--- config.mk ---
export PLATFORM = sky130hd
export DESIGN_NAME = sdram_cmd_pipe
export DESIGN_NICKNAME = d
export VERILOG_FILES = /design/src/rtl/sdram_pkg.sv /design/src/rtl/sdram_open_row_table.sv /design/src/rtl/sdram_cmd_pipe.sv
export SDC_FILE = /design/constraint.sdc
export NUM_CORES = 1
export LEC_CHECK = 0
export CORE_UTILIZATION = 30
export CTS_CLUSTER_SIZE = 30
export DETAILED_ROUTE_END_ITERATION = 16
export GPL_TIMING_DRIVEN = 0
export PLACE_DENSITY = 0.57
export SLEW_MARGIN = 5
export SYNTH_ARGS = -nofsm -noshare
export SYNTH_HDL_FRONTEND = slang
export SYNTH_HIERARCHICAL = 1
export SYNTH_SLANG_ARGS = --single-unit
export TNS_END_PERCENT = 100
--- constraint.sdc ---
create_clock -name clk -period 1.66 [get_ports clk]
set_input_delay 0.332 -clock clk [delete_from_list [all_inputs] [get_ports clk]]
set_output_delay 0.332 -clock clk [all_outputs]
set_load 0.02 [all_outputs]
--- src/rtl/sdram_pkg.sv ---
// Shared types and address decode for the SDRAM host command front end.
package sdram_pkg;

   localparam int ROW_BITS  = 13;
   localparam int COL_BITS  = 9;
   localparam int BANK_BITS = 2;
   localparam int DATA_BITS = 16;
   localparam int ADDR_BITS = ROW_BITS + BANK_BITS + COL_BITS;

   typedef struct packed {
      logic                 write;
      logic [BANK_BITS-1:0] bank;
      logic [ROW_BITS-1:0]  row;
      logic [COL_BITS-1:0]  col;
      logic [DATA_BITS-1:0] wdata;
   } cmd_t;

   // Host word address is laid out as {row, bank, col}.
   function automatic cmd_t make_cmd(input logic                 write,
                                     input logic [ADDR_BITS-1:0] addr,
                                     input logic [DATA_BITS-1:0] wdata);
      cmd_t c;
      c.write = write;
      c.col   = addr[COL_BITS-1:0];
      c.bank  = addr[COL_BITS +: BANK_BITS];
      c.row   = addr[COL_BITS+BANK_BITS +: ROW_BITS];
      c.wdata = wdata;
      return c;
   endfunction

endpackage

--- src/rtl/sdram_open_row_table.sv ---
// Per-bank open-row tracker with set/clear/init-clear and a bank+row lookup.
module sdram_open_row_table #(
   parameter int BANK_BITS = 2,
   parameter int ROW_BITS  = 13
) (
   input  logic                 clk,
   input  logic                 rst_n,
   input  logic                 in_init,
   input  logic                 set_pulse,
   input  logic [BANK_BITS-1:0] set_bank,
   input  logic [ROW_BITS-1:0]  set_row,
   input  logic                 clear_pulse,
   input  logic [BANK_BITS-1:0] clear_bank,
   input  logic [BANK_BITS-1:0] lookup_bank,
   input  logic [ROW_BITS-1:0]  lookup_row,
   output logic                 hit
);

   localparam int NB = 1 << BANK_BITS;

   logic [NB-1:0]       open_v;
   logic [ROW_BITS-1:0] open_row [NB];

   always_ff @(posedge clk or negedge rst_n) begin
      if (!rst_n) begin
         open_v <= '0;
         // NOTE: the row array is small and must read as zero after reset, so it is reset like any flop.
         for (int i = 0; i < NB; i++) open_row[i] <= '0;
      end else if (in_init) begin
         open_v <= '0;
      end else begin
         // NOTE: later non-blocking assignment to the same bit wins, which makes set beat clear on one bank.
         if (clear_pulse) open_v[clear_bank] <= 1'b0;
         if (set_pulse) begin
            open_v[set_bank]   <= 1'b1;
            open_row[set_bank] <= set_row;
         end
      end
   end

   assign hit = open_v[lookup_bank] && (open_row[lookup_bank] == lookup_row);

endmodule

--- src/rtl/sdram_cmd_pipe.sv ---
// Host request front end: decode into stage R, hand over to stage Q, open-row hit.
// Macro SDRAM_ROW_HIT_EN builds the open-row table; without it row_hit is tied 0.
module sdram_cmd_pipe #(
   parameter int ROW_BITS  = sdram_pkg::ROW_BITS,
   parameter int COL_BITS  = sdram_pkg::COL_BITS,
   parameter int BANK_BITS = sdram_pkg::BANK_BITS,
   parameter int DATA_BITS = sdram_pkg::DATA_BITS,
   parameter int ADDR_BITS = ROW_BITS + BANK_BITS + COL_BITS
) (
   input  logic                 clk,
   input  logic                 rst_n,
   input  logic                 host_valid,
   output logic                 host_ready,
   input  logic                 host_write,
   input  logic [ADDR_BITS-1:0] host_addr,
   input  logic [DATA_BITS-1:0] host_wdata,
   input  logic                 in_init,
   input  logic                 accept_q_pulse,
   input  logic                 set_active_pulse,
   input  logic [BANK_BITS-1:0] set_bank,
   input  logic [ROW_BITS-1:0]  set_row,
   input  logic                 clear_active_pulse,
   input  logic [BANK_BITS-1:0] clear_bank,
   output logic                 cmd_valid_r,
   output logic                 cmd_write_r,
   output logic [BANK_BITS-1:0] new_bank,
   output logic [COL_BITS-1:0]  new_col,
   output logic [ROW_BITS-1:0]  new_row,
   output logic                 cmd_write_q,
   output logic [BANK_BITS-1:0] cur_bank,
   output logic [COL_BITS-1:0]  cur_col,
   output logic [ROW_BITS-1:0]  cur_row,
   output logic [DATA_BITS-1:0] cur_wdata,
   output logic                 row_hit
);

   import sdram_pkg::*;

   cmd_t r_q;
   cmd_t q_q;
   logic r_valid;
   logic host_fire;

   assign host_ready = !in_init && (!r_valid || accept_q_pulse);
   assign host_fire  = host_valid && host_ready;

   always_ff @(posedge clk or negedge rst_n) begin
      if (!rst_n) begin
         r_valid <= 1'b0;
         r_q     <= '0;
         q_q     <= '0;
      end else begin
         // NOTE: non-blocking assignments let Q capture the old R while R reloads on the same edge.
         if (accept_q_pulse && r_valid) q_q <= r_q;
         if (host_fire) begin
            r_q     <= make_cmd(host_write, host_addr, host_wdata);
            r_valid <= 1'b1;
         end else if (accept_q_pulse) begin
            r_valid <= 1'b0;
         end
      end
   end

   assign cmd_valid_r = r_valid;
   assign cmd_write_r = r_q.write;
   assign new_bank    = r_q.bank;
   assign new_col     = r_q.col;
   assign new_row     = r_q.row;
   assign cmd_write_q = q_q.write;
   assign cur_bank    = q_q.bank;
   assign cur_col     = q_q.col;
   assign cur_row     = q_q.row;
   assign cur_wdata   = q_q.wdata;

`ifdef SDRAM_ROW_HIT_EN
   logic table_hit;

   sdram_open_row_table #(
      .BANK_BITS (BANK_BITS),
      .ROW_BITS  (ROW_BITS)
   ) u_open_row_table (
      .clk         (clk),
      .rst_n       (rst_n),
      .in_init     (in_init),
      .set_pulse   (set_active_pulse),
      .set_bank    (set_bank),
      .set_row     (set_row),
      .clear_pulse (clear_active_pulse),
      .clear_bank  (clear_bank),
      .lookup_bank (r_q.bank),
      .lookup_row  (r_q.row),
      .hit         (table_hit)
   );

   assign row_hit = r_valid && table_hit;
`else
   // Closed-page build: table controls are accepted but have no effect.
   logic unused_table_ctrl;
   assign unused_table_ctrl = ^{set_active_pulse, set_bank, set_row, clear_active_pulse, clear_bank};
   assign row_hit = 1'b0;
`endif

endmodule

==> flow_metrics.env, run 1 <==
export IMPL_synthArstFlopShare_pct=100.0
export IMPL_ys_flop_type="dfrtp_1"
export IMPL_vias_per_cell=4.210
export IMPL_avgRoutedWirePerCell_um=14.61
export IMPL_fin_skew_ns=0.007019
export IMPL_crit_required_ns=1.33
export IMPL_syn_area_sq_um=3460
export IMPL_outcome="complete, no violations"
export IMPL_die_area_sq_um=11970
export IMPL_ys_ff_latch=83
export IMPL_grt_busiest_layer="met2"
export IMPL_start_util_pct=31.36
export IMPL_antenna_found_initial=0
export IMPL_gp_congestion=0.6659
export IMPL_vias=2004
export IMPL_dp_cells=459
export IMPL_hold_class="in2async"
export IMPL_clkSlewWorstSetupHoldPaths_ns=0.06
export IMPL_drv_cap=0
export IMPL_finalSetupViolCount=0
export IMPL_startpoint_type="flop"
export IMPL_fin_area_sq_um=5161
export IMPL_ir_drop_mv=0.6049
export IMPL_insertion_delay_ns=0.33
export IMPL_drtIter0Drc=50
export IMPL_worstPathMaxFanout=2
export IMPL_final_nets=396
export IMPL_die_h_um=109.4
export IMPL_grt_max_degree=60
export IMPL_place_area_sq_um=4791
export IMPL_critPathSlowestCell="clkdlybuf4s50_1"
export IMPL_crit_type="reg2out"
export IMPL_yosysTopAreaCellShare_pct=60.04
export IMPL_cts_buffers=9
export IMPL_p_leak_nw=2.516
export IMPL_syn_to_final_growth_pct=49.19
export IMPL_critPathMaxStageDelay_ns=0.61
export IMPL_cts_tree="yes"
export IMPL_cts_path_max_buffers=2
export IMPL_clock_fmax_ghz=0.6158
export IMPL_post_dp_hpwl_mm=4.842
export IMPL_grt_overflow=0
export IMPL_hold_violations=0
export IMPL_core_area_sq_um=11030
export IMPL_gr_usage_met3_pct=4.268
export IMPL_synth_common_cells="dfrtp_1, mux2_2, mux2_4, buf_4"
export IMPL_crit_family="buffers and inverters"
export IMPL_drt_pre_antenna_iters=3
export IMPL_final_min_clock_period_ns=1.624
export IMPL_die_x_um=109.4
export IMPL_synth_edf_count=0
export IMPL_drc=0
export IMPL_cts_sink_count=83
export IMPL_grt_pass1_wl_mm=10.96
export IMPL_synth_area_leaders="dfrtp_1, mux2_4, mux2_2, buf_4, buf_6"
export IMPL_syn_nets=270
export IMPL_drive_gt1_share_pct=40.77
export IMPL_antenna_cells=0
export IMPL_avgSynthCellArea_sq_um=16.88
export IMPL_rows=38
export IMPL_finalMaxSlewViolations=0
export IMPL_synth_top_area_cell="dfrtp_1"
export IMPL_h_tree_depth=3
export IMPL_cts_setup_buffers=0
export IMPL_yosysWarnings=6
export IMPL_ant_nets=0
export IMPL_p_per_area_nw_per_um2=1458
export IMPL_synth_most_common_cell="dfrtp_1"
export IMPL_cts_root_buf="clkbuf_16"
export IMPL_hold_worst_slack_ns=0.4489
export IMPL_boundaryPins=134
export IMPL_yosys_cell_types_count=13
export IMPL_worstSetupEndpointType="primary output"
export IMPL_finalNonFillerCells=476
export IMPL_fin_crit_sh_pct=97.83
export IMPL_yosysSeqAreaShare_pct=60.04
export IMPL_arrival_ns=1.29
export IMPL_path_cells="clkdlybuf4s50_1"
export IMPL_grt_use_met2_pct=20.04
export IMPL_path_buf_inv=1
export IMPL_met1_usage_pct=15.22
export IMPL_io_buffer_count=113
export IMPL_grt_usage_pct=12.26
export IMPL_syn_inst=205
export IMPL_drt_total_wl_mm=6.952
export IMPL_grt_pass1_vias=2137
path summary, 6_finish.rpt:
| kind | cells after the start | startpoint | slack, ns | to |
|---|---|---|---|---|
| worst max-delay path | 1 | cur_col[8] | 0.04 | cur_col[8] |
| worst min-delay path | 2 | rst_n | 0.45 | new_row[2] |
| worst max register to register | 4 | cmd_valid_r | 0.24 | new_row[5] |
| worst min register to register | 1 | cur_col[5] | 0.50 | cur_col[5] |
| max in group asynchronous | 3 | rst_n | 0.60 | cur_row[6] |
| min in group clk | 1 | cur_col[5] | 0.50 | cur_col[5] |
flip-flops by register name, summed over array words and instances, names as in the netlist:
register     count
cmd_valid_r      1
cur_wdata       16
cmd_write_q      1
cur_col          9
new_row         13
new_col          9
cur_bank         2
r_q             16
cur_row         13
cmd_write_r      1
new_bank         2
cell type report:
type                       instances  area, sq um
buffer                            33        252.7
clock buffer                       9        225.2
clock inverter                     7        121.4
fill                            1002         5869
multi-input combinational         89         1130
sequential                        83         2077
tap                              140        175.2
timing repair buffer             115         1180
placed cells by master (no fill, tap or decap), drive strengths merged:
cell	synthesis	routed
dlygate4sd2	0	27
clkbuf	0	9
inv	0	3
dlygate4sd3	0	1
nor2b	1	1
dfrtp	83	83
nor2	2	2
dlymetal6s2s	0	21
nand2b	2	2
bufinv	0	3
nand2	1	1
buf	33	36
mux2	82	82
clkinv	0	1
clkdlybuf4s50	0	63
conb	1	1
what timing repair did:
item                                    4_1_cts  5_1_grt
resized for setup                            30       22
endpoints found under the setup margin       28       22
hold endpoints to repair                     24        0
hold buffers                                  1        0
per-layer routing:
metal,part of all wire [%],up-vias
met3,6.5,6
met2,50,65
met4,0.98,0
li1,-,928
met5,0,-
met1,42,1005
cell families after synthesis:
logic type	synth area share, %
other	0.1084
buffers and inverters	7.306
AND/OR/NAND/NOR	1.519
multiplexers	31.03
flip-flops	60.04
power breakdown:
| part | switching, mW | total [mW] | internal [mW] |
|---|---|---|---|
| combinational | 1.02 | 2.38 | 1.36 |
| clock | 0.832 | 2.32 | 1.48 |
| sequential | 0.287 | 2.83 | 2.54 |
| total | 2.14 | 7.52 | 5.38 |
through the flow:
step	TNS, ns	setup slack [ns]	total power [mW]	utilization [%]
finish	0	0.03606	7.524	46.79
global route	-0.005648	-0.005161	7.886	46.79
CTS	0	0.0002308	7.683	46.37
detailed placement	-16.18	-0.3018	5.419	43.43
global placement	-248.99	-2.820	5.363	43.21
floorplan	0	0.2715	4.189	-
No activity file was read; power rests on OpenSTA's default activity.
==> inputs of run 2 (changes only) <==
CTS_CLUSTER_SIZE = not set   (was 30)
==> results of run 2 <==
The final DEF is identical to that of run 1; final timing and power are the same.
==> inputs of run 3 (changes only) <==
CAP_MARGIN = 20   (was not set)
==> results of run 3 <==
The final DEF is identical to that of run 1; final timing and power are the same.
